File: src/rtl/enigma_pkg.sv
// Shared letter constants, default rotor notches, controller state encoding
// and mod-26 position helpers for the Enigma keypress sequencer.
package enigma_pkg;

    localparam int NUM_LETTERS = 26;

    localparam logic [4:0] A = 5'd0;
    localparam logic [4:0] B = 5'd1;
    localparam logic [4:0] C = 5'd2;
    localparam logic [4:0] D = 5'd3;
    localparam logic [4:0] E = 5'd4;
    localparam logic [4:0] F = 5'd5;
    localparam logic [4:0] G = 5'd6;
    localparam logic [4:0] H = 5'd7;
    localparam logic [4:0] I = 5'd8;
    localparam logic [4:0] J = 5'd9;
    localparam logic [4:0] K = 5'd10;
    localparam logic [4:0] L = 5'd11;
    localparam logic [4:0] M = 5'd12;
    localparam logic [4:0] N = 5'd13;
    localparam logic [4:0] O = 5'd14;
    localparam logic [4:0] P = 5'd15;
    localparam logic [4:0] Q = 5'd16;
    localparam logic [4:0] R = 5'd17;
    localparam logic [4:0] S = 5'd18;
    localparam logic [4:0] T = 5'd19;
    localparam logic [4:0] U = 5'd20;
    localparam logic [4:0] V = 5'd21;
    localparam logic [4:0] W = 5'd22;
    localparam logic [4:0] X = 5'd23;
    localparam logic [4:0] Y = 5'd24;
    localparam logic [4:0] Z = 5'd25;

    localparam logic [4:0] NOTCH_I   = Q;
    localparam logic [4:0] NOTCH_II  = E;
    localparam logic [4:0] NOTCH_III = V;

    typedef enum logic [1:0] {
        IDLE    = 2'd0,
        STEP    = 2'd1,
        SETTLE  = 2'd2,
        CAPTURE = 2'd3
    } state_t;

    // Positions are always 0..25, so Z is the only value that wraps.
    function automatic logic [4:0] inc_pos(input logic [4:0] p);
        return (p >= 5'(NUM_LETTERS - 1)) ? 5'd0 : p + 5'd1;
    endfunction

    // Reduce a raw 5-bit load field (0..31) into 0..25.
    function automatic logic [4:0] fold_pos(input logic [4:0] p);
        return (p >= 5'(NUM_LETTERS)) ? p - 5'(NUM_LETTERS) : p;
    endfunction

endpackage

File: src/rtl/rotor_stepper.sv
// Combinational odometer stepping for three rotors, including the middle
// rotor double-step when it sits on its own notch.
module rotor_stepper
    import enigma_pkg::*;
#(
    parameter logic [4:0] NOTCH_M = NOTCH_II,
    parameter logic [4:0] NOTCH_R = NOTCH_III
) (
    input  logic [4:0] pos_l,
    input  logic [4:0] pos_m,
    input  logic [4:0] pos_r,
    output logic [4:0] next_l,
    output logic [4:0] next_m,
    output logic [4:0] next_r,
    output logic       adv_l,
    output logic       adv_m,
    output logic       adv_r
);

    // Index 0 = right, 1 = middle, 2 = left.
    logic [4:0] pos_a [3];
    logic [4:0] next_a [3];
    logic       adv_a [3];

    assign pos_a[0] = pos_r;
    assign pos_a[1] = pos_m;
    assign pos_a[2] = pos_l;

    assign adv_a[0] = 1'b1;
    assign adv_a[1] = (pos_r == NOTCH_R) || (pos_m == NOTCH_M);
    assign adv_a[2] = (pos_m == NOTCH_M);

    genvar gi;
    generate
        for (gi = 0; gi < 3; gi++) begin : g_rotor
            assign next_a[gi] = adv_a[gi] ? inc_pos(pos_a[gi]) : pos_a[gi];
        end
    endgenerate

    assign next_r = next_a[0];
    assign next_m = next_a[1];
    assign next_l = next_a[2];
    assign adv_r  = adv_a[0];
    assign adv_m  = adv_a[1];
    assign adv_l  = adv_a[2];

endmodule

File: src/rtl/enigma_step_controller.sv
// Keypress sequencer: steps the rotors, drives the letter into the rotor chain,
// waits for it to settle and captures the ciphertext letter.
module enigma_step_controller
    import enigma_pkg::*;
#(
    parameter logic [4:0] NOTCH_L       = NOTCH_I,
    parameter logic [4:0] NOTCH_M       = NOTCH_II,
    parameter logic [4:0] NOTCH_R       = NOTCH_III,
    parameter int         SETTLE_CYCLES = 2
) (
    input  logic        clock,
    input  logic        resetn,
    input  logic        load_en,
    input  logic [14:0] load_pos,
    input  logic        key_valid,
    input  logic [4:0]  key_letter,
    output logic        key_ready,
    output logic [4:0]  pos_l,
    output logic [4:0]  pos_m,
    output logic [4:0]  pos_r,
    output logic        step_l,
    output logic        step_m,
    output logic        step_r,
    output logic [4:0]  rotor_in,
    input  logic [4:0]  datapath_out,
    output logic        out_valid,
    output logic [4:0]  out_letter,
    output logic        busy,
    output logic        bad_key
);

    // An out-of-range notch or settle time would corrupt stepping or timing,
    // so such a build never accepts a key.
    localparam logic PARAMS_OK = (NOTCH_L <= Z) && (NOTCH_M <= Z) && (NOTCH_R <= Z)
                              && (SETTLE_CYCLES >= 1) && (SETTLE_CYCLES <= 15);
    localparam logic [3:0] SETTLE_LAST = 4'(SETTLE_CYCLES - 1);

    state_t     state_reg, state_next;
    logic [3:0] counter_reg;
    logic [4:0] pos_reg [3];
    logic [4:0] load_a [3];
    logic [4:0] next_l, next_m, next_r;
    logic       adv_l, adv_m, adv_r;
    logic       key_accept, key_in_range, settle_done;

    genvar gi;
    generate
        for (gi = 0; gi < 3; gi++) begin : g_load
            assign load_a[gi] = fold_pos(load_pos[gi*5 +: 5]);
        end
    endgenerate

    rotor_stepper #(
        .NOTCH_M (NOTCH_M),
        .NOTCH_R (NOTCH_R)
    ) u_stepper (
        .pos_l  (pos_reg[2]),
        .pos_m  (pos_reg[1]),
        .pos_r  (pos_reg[0]),
        .next_l (next_l),
        .next_m (next_m),
        .next_r (next_r),
        .adv_l  (adv_l),
        .adv_m  (adv_m),
        .adv_r  (adv_r)
    );

    assign key_accept   = key_valid && key_ready;
    assign key_in_range = (key_letter <= Z);
    assign settle_done  = (counter_reg == SETTLE_LAST);

    always_ff @(posedge clock or negedge resetn) begin
        if (!resetn) state_reg <= IDLE;
        else         state_reg <= state_next;
    end

    always_comb begin
        state_next = state_reg;
        case (state_reg)
            IDLE:    if (key_accept && key_in_range) state_next = STEP;
            STEP:    state_next = SETTLE;
            SETTLE:  if (settle_done) state_next = CAPTURE;
            CAPTURE: state_next = IDLE;
            default: state_next = IDLE;
        endcase
    end

    always_comb begin
        busy      = (state_reg != IDLE);
        key_ready = PARAMS_OK && (state_reg == IDLE) && !load_en;
    end

    always_ff @(posedge clock or negedge resetn) begin
        if (!resetn) begin
            for (int i = 0; i < 3; i++) pos_reg[i] <= 5'd0;
            counter_reg <= 4'd0;
            rotor_in    <= 5'd0;
            out_letter  <= 5'd0;
            out_valid   <= 1'b0;
            bad_key     <= 1'b0;
            step_l      <= 1'b0;
            step_m      <= 1'b0;
            step_r      <= 1'b0;
        end else begin
            out_valid <= 1'b0;
            bad_key   <= 1'b0;
            step_l    <= 1'b0;
            step_m    <= 1'b0;
            step_r    <= 1'b0;
            case (state_reg)
                IDLE: begin
                    if (load_en) begin
                        for (int i = 0; i < 3; i++) pos_reg[i] <= load_a[i];
                    end else if (key_accept) begin
                        if (key_in_range) rotor_in <= key_letter;
                        else              bad_key  <= 1'b1;
                    end
                end
                STEP: begin
                    pos_reg[0]  <= next_r;
                    pos_reg[1]  <= next_m;
                    pos_reg[2]  <= next_l;
                    step_r      <= adv_r;
                    step_m      <= adv_m;
                    step_l      <= adv_l;
                    counter_reg <= 4'd0;
                end
                SETTLE: counter_reg <= counter_reg + 4'd1;
                CAPTURE: begin
                    out_letter <= datapath_out;
                    out_valid  <= 1'b1;
                end
                default: ;
            endcase
        end
    end

    assign pos_r = pos_reg[0];
    assign pos_m = pos_reg[1];
    assign pos_l = pos_reg[2];

endmodule

File: config.mk
export PLATFORM = sky130hd
export DESIGN_NAME = enigma_step_controller
export DESIGN_NICKNAME = d
export VERILOG_FILES = /design/src/rtl/enigma_pkg.sv /design/src/rtl/rotor_stepper.sv /design/src/rtl/enigma_step_controller.sv
export SDC_FILE = /design/constraint.sdc
export NUM_CORES = 1
export LEC_CHECK = 0
export ABC_CLOCK_PERIOD_IN_PS = 2100
export CAP_MARGIN = 40
export CORE_MARGIN = 2
export CORE_UTILIZATION = 49
export DETAILED_ROUTE_END_ITERATION = 8
export MAX_ROUTING_LAYER = met4
export PLACE_DENSITY = 0.84
export SETUP_SLACK_MARGIN = 0.3
export SLEW_MARGIN = 20
export SYNTH_ARGS = -nofsm -noshare
export SYNTH_HDL_FRONTEND = slang
export SYNTH_HIERARCHICAL = 1
export SYNTH_SLANG_ARGS = --single-unit
File: constraint.sdc
create_clock -name clock -period 2.1 [get_ports clock]
set_input_delay 0.21 -clock clock [delete_from_list [all_inputs] [get_ports clock]]
set_output_delay 0.21 -clock clock [all_outputs]
set_load 0.03 [all_outputs]
==> flow_summary.ini <==
[grt]
antenna_found_initial = 0
grt_pass1_wl_mm = 10.67
overflow = 0
grt_start_max_net_pins = 37
grt_use_total_pct = 25.95
grt_pass1_vias = 2317

[placement]
dp_slack_ps = 99.66
portBuffers = 60
place_congestion = 0.8997
place_area_um2 = 3124
dpl.hpwl_mm = 4.102
place_inst = 387

[detailed_routing]
viasPerCell = 5.959
ant_nets = 0
drcViolationCount = 0
finalWirelength_mm = 7.237
vias = 2479
wl_per_cell_um = 17.40
firstDrtPassIters = 5
drtIter0Drc = 155

[floorplanning]
die_h_um = 74.09
io_pins = 61
die_w_um = 74.09
rows = 25
die_area_um2 = 5489
core-area_um2 = 4723
initial_core_util_pct = 50.97

[timing]
hold_viol = 0
rsz0062_at_grt = yes
fin_crit_sh_pct = 96.85
setup_viol = 0
drv_slew = 0
timing.fmax_ghz = 0.4917
whs_ps = 303.6
tns_ps = 0
skew_ps = 7.957
finalCriticalPeriod_ps = 2034
fin_ws_ps = 66.11

[critical_path]
r2r-end = pos_m[2]
crit_type = reg -> reg
worstRegToRegCells = 7
critPathCaptureType = register
critPathLaunchType = register
crit_required_ps = 2270
worstReg2RegStart = pos_m[2]
critPathMaxFanout = 9
crit_arrival_ps = 2210
ff2ff_setup_slack_ps = 70

[logic_synthesis]
synth-edff-count = 0
syn-num-nets = 308
synth.area.top_cells = dfrtp_1 37%, ha_1 8.8%, mux2_2 4.7%
synthTopCellsByCount = 36 x dfrtp_1, 23 x inv_1, 23 x nor2_1
synthFlopType = dfrtp_1
yosys.area.top_type = dfrtp_1
ys_types = 55
syn_inst = 262
syn-cell-area_um2 = 2407
synth_top_area_share_pct = 37.42
async_reset_ff_share_pct = 100.0
yosysMostFrequentCell = dfrtp_1
yosysSeqAreaShare_pct = 37.42
avgSynthCellArea_um2 = 9.188
synth_seq_cells = 36
ys_warn_count = 6

[layout]
multiInputGateArea_um2 = 1544
diodes = 0
fill_cells = 301
nets = 394
syn_to_final_growth_pct = 48.39
drive_gt1_share_pct = 25.79
finalInstanceArea_um2 = 3572
ff_latch_area_um2 = 908.4
final_cells = 416

[clocking]
clock_latency_ps = 290
numCtsBuffers = 5
clock_sinks = 36
ctsRootBufferMaster = clkbuf_8
cts-htree-levels = 2
cts_tree = yes
clockBufferDepth = 2
clk_pin_slew_worst_paths_ps = 80

[power]
powerDensity_nw_per_um2 = 1677
ir_drop_mv = 0.9427
leakage_nw = 1.538

[hold_path]
hold_class = in -> async

[run]
drv_cap = 0

[outcome]
status = complete, no violations
## worst max-delay path by stage
stage / cells after the start / to / slack [ps] / from
floorplan: 11 / pos_m[2] / 170 / pos_m[0]
global placement: 7 / pos_l[2] / 180 / pos_l[0]
detailed placement: 9 / pos_l[2] / 100 / pos_m[0]
CTS: 10 / pos_m[2] / 250 / pos_m[0]
global route: 7 / pos_m[2] / 40 / pos_m[2]
finish: 7 / pos_m[2] / 70 / pos_m[2]
## kinds of logic after synthesis
logic type | synth area share (%)
xor gates and xnor gates | 1.092
muxes | 7.796
adders and majority gates | 8.836
buffers and inverters | 6.029
and+or+nand+nor | 17.26
AOI/OAI and AO/OA | 21.41
other | 0.1558
DFF | 37.42
## per-stage QoR
| step | utilization (%) | total power (W) |
|---|---|---|
| 4_1_cts | 72.34 | 0.005533 |
| 3_5_place_dp | 66.15 | 0.004527 |
| 2_1_floorplan | - | 0.003419 |
| 3_3_place_gp | 66.15 | 0.004439 |
| 6_report | 75.63 | 0.005991 |
| 5_1_grt | 75.63 | 0.006292 |
## cell type report
cell class                 instances  area share, %
multi-input combinational        194          43.22
sequential                        36          25.43
timing repair buffer              87          23.12
inverter                          24          2.767
tap                               67          2.347
clock buffer                       5          1.926
clock inverter                     3          1.191
## cells in the final DEF, fill, tap and decap left out, drive strengths merged, types with 11 or more instances in the layout
master,synthesis,final
ha,17,17
inv,24,22
a21oi,11,11
buf,7,28
nand2,20,20
nor2,23,23
clkdlybuf4s50,0,57
o21ai,16,16
dfrtp,36,36
mux2,11,11
## power breakdown
group / switching, W / internal, W / leakage, nW / total, W
sequential: 0.000385 / 0.00102 / 0.435 / 0.00140
combinational: 0.00216 / 0.00182 / 1.05 / 0.00398
clock: 0.000257 / 0.000351 / 0.0541 / 0.000608
total: 0.00281 / 0.00318 / 1.54 / 0.00599
## repair_timing
action                     in CTS  in global routing
hold buffers                    0                  1
gates cloned                    0                  0
pin swaps                      10                  9
buffers inserted               15                  4
resized for setup              15                 27
hold endpoints to repair        0                  7
setup endpoints to repair      10                 18
## critical path: stages, from the launching register on
cell      delay (ps)
dfrtp_1          530
nor4_2           430
nor2_2           120
nor2_1           140
a32o_1           220
and2_4           150
a211oi_2          40
a311oi_1         280
## routing by layer
metal | global-route usage [%] | vias up | wire [um]
li1 | - | 1136 | -
met1 | 30.97 | 1192 | 2981
met2 | 42.16 | 122 | 3617
met3 | 6.775 | 29 | 445
met4 | 9.697 | 0 | 191
met5 | - | - | 0
(Power assumes the default switching activity.)
